### src/rtl/gen_tx_frame.sv
// MIL-STD-1553 transmit frame sequencer: one command word, N data words, then a forced bus-idle gap.
// Define ABORT_EN to add the abort input and aborted status output for early frame termination.
module gen_tx_frame #(
    parameter int unsigned WORD_CYC = 1000,
    parameter int unsigned GAP_CYC  = 200,
    parameter logic [15:0] CW_TX    = 16'hDEF0,
    parameter int unsigned MAX_DW   = 32
) (
    input  logic                        clk,
    input  logic                        rst,
    input  logic                        st,
`ifdef ABORT_EN
    input  logic                        abort,
    output logic                        aborted,
`endif
    input  logic [$clog2(MAX_DW)-1:0]   dw_cnt,
    input  logic [15:0]                 dw_in,
    output logic [$clog2(MAX_DW)-1:0]   dw_addr,
    output logic                        txen,
    output logic [15:0]                 DAT,
    output logic                        sync_cw,
    output logic                        word_stb,
    output logic                        busy,
    output logic                        done
);

    localparam int unsigned AW  = $clog2(MAX_DW);
    localparam int unsigned WcW = (WORD_CYC > 1) ? $clog2(WORD_CYC) : 1;
    localparam int unsigned GcW = (GAP_CYC > 1) ? $clog2(GAP_CYC) : 1;
    localparam logic [WcW-1:0] WcLast = WcW'(WORD_CYC - 1);
    localparam logic [GcW-1:0] GcLast = GcW'(GAP_CYC - 1);

    typedef enum logic [1:0] {StIdle, StCw, StDw, StGap} state_e;

    state_e          state_q, state_d;
    logic [WcW-1:0]  wc_q, wc_d;
    logic [GcW-1:0]  gc_q, gc_d;
    logic [AW-1:0]   kidx_q, kidx_d;
    logic [AW-1:0]   nlast_q, nlast_d;
    logic [AW-1:0]   addr_q, addr_d;
    logic [15:0]     dat_q, dat_d;
    logic            abort_req;

`ifdef ABORT_EN
    assign abort_req = abort;
`else
    assign abort_req = 1'b0;
`endif

    // State register
    always_ff @(posedge clk or posedge rst) begin
        if (rst) begin
            state_q <= StIdle;
            wc_q    <= '0;
            gc_q    <= '0;
            kidx_q  <= '0;
            nlast_q <= '0;
            addr_q  <= '0;
            dat_q   <= '0;
        end else begin
            state_q <= state_d;
            wc_q    <= wc_d;
            gc_q    <= gc_d;
            kidx_q  <= kidx_d;
            nlast_q <= nlast_d;
            addr_q  <= addr_d;
            dat_q   <= dat_d;
        end
    end

    // Next-state logic
    always_comb begin
        state_d = state_q;
        wc_d    = wc_q;
        gc_d    = gc_q;
        kidx_d  = kidx_q;
        nlast_d = nlast_q;
        addr_d  = addr_q;
        dat_d   = dat_q;
        unique case (state_q)
            StIdle: begin
                if (st) begin
                    state_d = StCw;
                    wc_d    = '0;
                    kidx_d  = '0;
                    // dw_cnt=0 wraps to MAX_DW-1, i.e. a full MAX_DW-word frame
                    nlast_d = dw_cnt - AW'(1);
                    addr_d  = '0;
                end
            end
            StCw: begin
                if (abort_req) begin
                    state_d = StGap;
                    gc_d    = '0;
                end else if (wc_q == WcLast) begin
                    state_d = StDw;
                    wc_d    = '0;
                    kidx_d  = '0;
                    dat_d   = dw_in;
                    addr_d  = addr_q + AW'(1);
                end else begin
                    wc_d = wc_q + WcW'(1);
                end
            end
            StDw: begin
                if (abort_req) begin
                    state_d = StGap;
                    gc_d    = '0;
                end else if (wc_q == WcLast) begin
                    wc_d = '0;
                    if (kidx_q == nlast_q) begin
                        state_d = StGap;
                        gc_d    = '0;
                    end else begin
                        kidx_d = kidx_q + AW'(1);
                        dat_d  = dw_in;
                        addr_d = addr_q + AW'(1);
                    end
                end else begin
                    wc_d = wc_q + WcW'(1);
                end
            end
            StGap: begin
                if (gc_q == GcLast) begin
                    state_d = StIdle;
                end else begin
                    gc_d = gc_q + GcW'(1);
                end
            end
            default: state_d = StIdle;
        endcase
    end

    // Outputs decode from registered state only, so st never reaches an output combinationally
    always_comb begin
        txen     = 1'b0;
        DAT      = '0;
        sync_cw  = 1'b0;
        word_stb = 1'b0;
        busy     = 1'b1;
        done     = 1'b0;
        unique case (state_q)
            StIdle: busy = 1'b0;
            StCw: begin
                txen     = 1'b1;
                DAT      = CW_TX;
                sync_cw  = 1'b1;
                word_stb = (wc_q == '0);
            end
            StDw: begin
                txen     = 1'b1;
                DAT      = dat_q;
                word_stb = (wc_q == '0);
            end
            StGap: done = (gc_q == GcLast);
            default: busy = 1'b0;
        endcase
    end

    assign dw_addr = addr_q;

`ifdef ABORT_EN
    logic aborted_q;

    always_ff @(posedge clk or posedge rst) begin
        if (rst) begin
            aborted_q <= 1'b0;
        end else if (state_q == StIdle && st) begin
            aborted_q <= 1'b0;
        end else if ((state_q == StCw || state_q == StDw) && abort) begin
            aborted_q <= 1'b1;
        end
    end

    assign aborted = aborted_q;
`endif

endmodule
### config.mk
export PLATFORM = sky130hd
export DESIGN_NAME = gen_tx_frame
export DESIGN_NICKNAME = d
export VERILOG_FILES = /design/src/rtl/gen_tx_frame.sv
export SDC_FILE = /design/constraint.sdc
export NUM_CORES = 1
export LEC_CHECK = 0
export CAP_MARGIN = 20
export CORE_MARGIN = 4
export CORE_UTILIZATION = 46
export CTS_CLUSTER_DIAMETER = 50
export DETAILED_ROUTE_END_ITERATION = 16
export PLACE_DENSITY = 0.71
export SETUP_SLACK_MARGIN = 0.05
export SLEW_MARGIN = 10
export SYNTH_ARGS = -nofsm -noshare
export SYNTH_HDL_FRONTEND = slang
export SYNTH_SLANG_ARGS = --single-unit
### constraint.sdc
create_clock -name clk -period 3.55 [get_ports clk]
set_input_delay 0.5325 -clock clk [delete_from_list [all_inputs] [get_ports clk]]
set_output_delay 0.5325 -clock clk [all_outputs]
set_load 0.1 [all_outputs]
==> flow_results.org <==
** Power
- Leakage dissipation :: approximately 1.6 nW
- Internal power :: around 1.3 mW
- Sequential cells account for approximately 26% of the total power.
- Power spread over the standard cell area amounts to around 860 nW/um^2.
- Psw :: approximately 1.7 mW
- Combinational cells account for about 62% of the total power.
- In this run switching power makes up approximately 56% of total power.
- Clock network fraction of total power :: 12.0%
- IR analysis of the VDD net gives a maximum drop of about 0.00087 V.

** Global route
- Global routing used 16.7% of the available tracks across all layers.
- Grt total ovfl :: 0
- Global-route wire length before repair :: roughly 10 mm
- Antenna violations before repair :: 0
- Maximum number of pins on one net before global-route repair :: 52
- Via count of the first global-routing pass :: ~2300

** Job
- Across the run, the number of max-cap violations was 0.

** Drt
- Number of search-and-repair iterations in the first detailed-routing pass :: 4
- Via count :: approximately 2300
- The count of nets left with antenna violations once routing finished came out at 0.
- DR WL/cell :: 14.4 um
- Final wirelength :: 6.09 mm
- Routed via count divided by cell count :: about 5.6
- DRC violation total after the first TritonRoute iteration :: ~110
- DRC Markers :: 0

** Clocking
- Post-CTS timing repair inserted 0 buffers for setup.
- Total clock buffers created by CTS :: 5
- The H-tree was split into 2 levels.
- In this run the deepest clock path goes through 2 buffers.
- TritonCTS built the clock tree.
- Clk Tree Root Cell :: clkbuf_8
- After clock tree synthesis, the repair step resized 0 gates.
- The number of hold buffers added after CTS was 0.
- Clock network latency to the later pin of the worst-skew pair :: just over 300 ps
- Clock-pin slew was measured on the worst setup and hold paths at 110 ps.
- CTS sink count :: 51

** Timing
- Static timing analysis puts the maximum clock frequency at about 340 MHz.
- Final hold violation count :: 0
- Unrepaired setup endpoints after global routing :: no
- The final max-slew violation count was 0.
- For the final routed database, the setup TNS stands at 0 ps.
- Setup slack of the critical path after layout :: 592 ps
- Pin slew with the least headroom to its limit :: around 1000 ps
- Between clock sinks in the finished design, the worst skew comes to roughly 7.7 ps.
- Relative slew slack :: between 30% and 40%
- Setup violation total in the final timing report :: 0
- Minimum clock period after layout :: just under 3000 ps
- The worst path uses about 83% of the clock period.

** Synthesis
- Number of synthesized register bits :: 51
- Number of nets in the synthesized netlist :: around 330
- Count leader, synth :: dfrtp_1
- Most frequent cells after synthesis :: 51 x dfrtp_1, 35 x nor2_1, 22 x nand2_1
- Most used flip-flop cell after synthesis :: dfrtp_1
- Synthesis instantiated 57 different standard cells from the library.
- Post-synthesis instance area :: slightly below 3000 um^2
- In the post-synthesis netlist, the biggest area contributors are dfrtp_1 44%, mux2_4 5.1%, nor2_1 4.5%, ha_1 4.3%, nand3_1 3.1%.
- During synthesis, Yosys emitted a total of 0 warnings.
- Part of the Yosys area used for sequential elements :: approximately 44%
- The biggest area contributor in the post-synthesis netlist is dfrtp_1.
- Synthesized area per cell :: ~10 um^2
- Post-synth EDFFs :: 0
- Area share of the leading cell type in the synthesized netlist :: between 40% and 50%
- Post-synthesis instance total :: 295
- After synthesis, the share of flip-flops with an asynchronous set or reset is 100%.

** Setup path
- Crit path buffers/inverters :: 3
- Cell-by-cell listing of the critical path :: inv_1 > ha_1 > o21ai_1 > buf_6 > nor2_2 > buf_4
- Of all nets on the critical path, the largest fanout is 19.
- WP data required :: 3020 ps
- In this run the critical register-to-register path is launched from state_q[0].
- The worst setup path is captured at a primary output.
- The worst setup path is launched from a flip-flop.
- In this run the register-to-register setup slack is between 1000 and 1500 ps.
- Worst r2r path cells :: 7
- In this run the critical register-to-register path is captured at wc_q[9].
- The largest single stage delay on the critical path is between 600 and 700 ps.
- Slowest cell on crit path :: ha_1
- Critical path launch point :: state_q[0]
- On the critical path the largest part of the delay comes from buffers and inverters.
- Critical Path AT :: between 2000 and 2500 ps
- Critical path class :: reg -> out

** Placement
- GPL Wtd Cong :: just over 0.8
- In this run the tool buffered the top-level ports with 49 buffer cells.
- OpenSTA, run right after detailed placement, puts the worst setup slack at about 860 ps.
- Detailed placement ended at an HPWL of ~4.3 mm.

** Floorplanning
- Die area :: about 7700 um^2
- The floorplan step defined a core boundary enclosing 6030 um^2.
- 50 I/O pins were placed.
- After floorplanning, the core was divided into 28 placement rows.
- In this run the horizontal extent of the chip is between 80 and 90 um.
- Vertical extent of the die :: 87.6 um
- For this configuration, the core starts out at a cell density of about half.

** Hold path
- Hold Path End :: nlast_q[1]
- The tightest min-delay check is of the reg -> reg type.
- Counting instances, the worst hold path has a depth of 2.
- HP Start :: nlast_q[1]

** Layout
- The repair_antennas step left the layout with diodes totalling 0.
- Area growth, synth to finish :: 22.6%
- Nets :: 380
- Summing all multi-input logic gate instances after layout gives approximately 1600 um^2.
- Cells with a size suffix above 1 make up roughly 23% of the layout.
- Total area of sequential cells :: about 1300 um^2
- Layout fillers :: between 500 and 600

** Status
- Status :: finished clean
[power by group through the flow]
| stage | Combinational [mW] | Clock [mW] | Sequential, mW |
|---|---|---|---|
| 2_1_floorplan | 1.35 | 0 | 0.961 |
| 3_3_place_gp | 1.88 | 0 | 0.797 |
| 3_5_place_dp | 1.89 | 0 | 0.800 |
| 4_1_cts | 1.90 | 0.376 | 0.789 |
| 5_1_grt | 2.05 | 0.395 | 0.809 |
| 6_report | 1.91 | 0.368 | 0.790 |
[worst register-to-register path, cell delays in order (launching register included)]
cell	delay, ps
dfrtp_1	410
inv_1	80
ha_1	610
mux2_2	300
and3_1	220
nand4_1	210
or3_2	460
a21oi_1	150
[stage by stage]
step	power (mW)	area (um^2)	cells	hold WS (ps)	util (%)
after CTS	3.06	3550	420	515	58.9
after detailed placement	2.69	3450	412	486	57.3
after floorplan	2.31	2960	295	469	-
after global routing	3.25	3580	422	529	59.4
final	3.07	3580	422	510	59.4
after global placement	2.67	3450	412	490	57.3
[cell type report]
type	count	area share (%)
timing repair buffer	55	14.0
sequential	51	35.7
clock inverter	3	0.769
clock buffer	5	1.92
tap	75	2.62
inverter	16	1.68
multi-input combinational	217	43.4
[cells in the final DEF, fill, tap and decap left out, types with 6 or more instances in the layout]
cell              n
nand2_1          22
o21ai_0          13
ha_1             10
dfrtp_1          51
buf_4            25
a21oi_1           9
nand3_1          18
mux2_4           10
a211o_1           6
nor2_2           11
xor2_1           10
inv_1            14
mux2_2            8
nand4_1           6
and2_1            8
nor2_1           25
clkdlybuf4s50_1  28
[cells by family after synthesis]
| group | share of synthesized area [%] |
|---|---|
| xor gates and xnor gates | 3.90 |
| DFF | 43.7 |
| adders and majority gates | 4.29 |
| and+or+nand+nor | 21.9 |
| buffers and inverters | 4.42 |
| muxes | 9.26 |
| AOI/OAI and AO/OA | 12.5 |
[sequential cells by signal, indices dropped and copies added, names as in the netlist]
name / cells
wc_q: 10
dw_addr: 5
gc_q: 8
state_q: 2
dat_q: 16
nlast_q: 5
kidx_q: 5
[how the worst max path moves through the flow]
| stage | end | cells after the start |
|---|---|---|
| 5_1_grt | DAT[14] | 6 |
| 3_3_place_gp | DAT[10] | 5 |
| 2_1_floorplan | DAT[10] | 6 |
| 4_1_cts | DAT[5] | 5 |
| 3_5_place_dp | DAT[14] | 5 |
| 6_report | DAT[14] | 6 |
[metal layers]
layer | global-route usage, % | share of wire, % | vias up
li1 | - | - | 1150
met1 | 22.1 | 47 | 1142
met2 | 28.6 | 49 | 48
met3 | 3.48 | 4.2 | 4
met4 | 3.07 | 0.56 | 0
met5 | 0 | 0 | -
No activity file was read; power rests on OpenSTA's default activity.
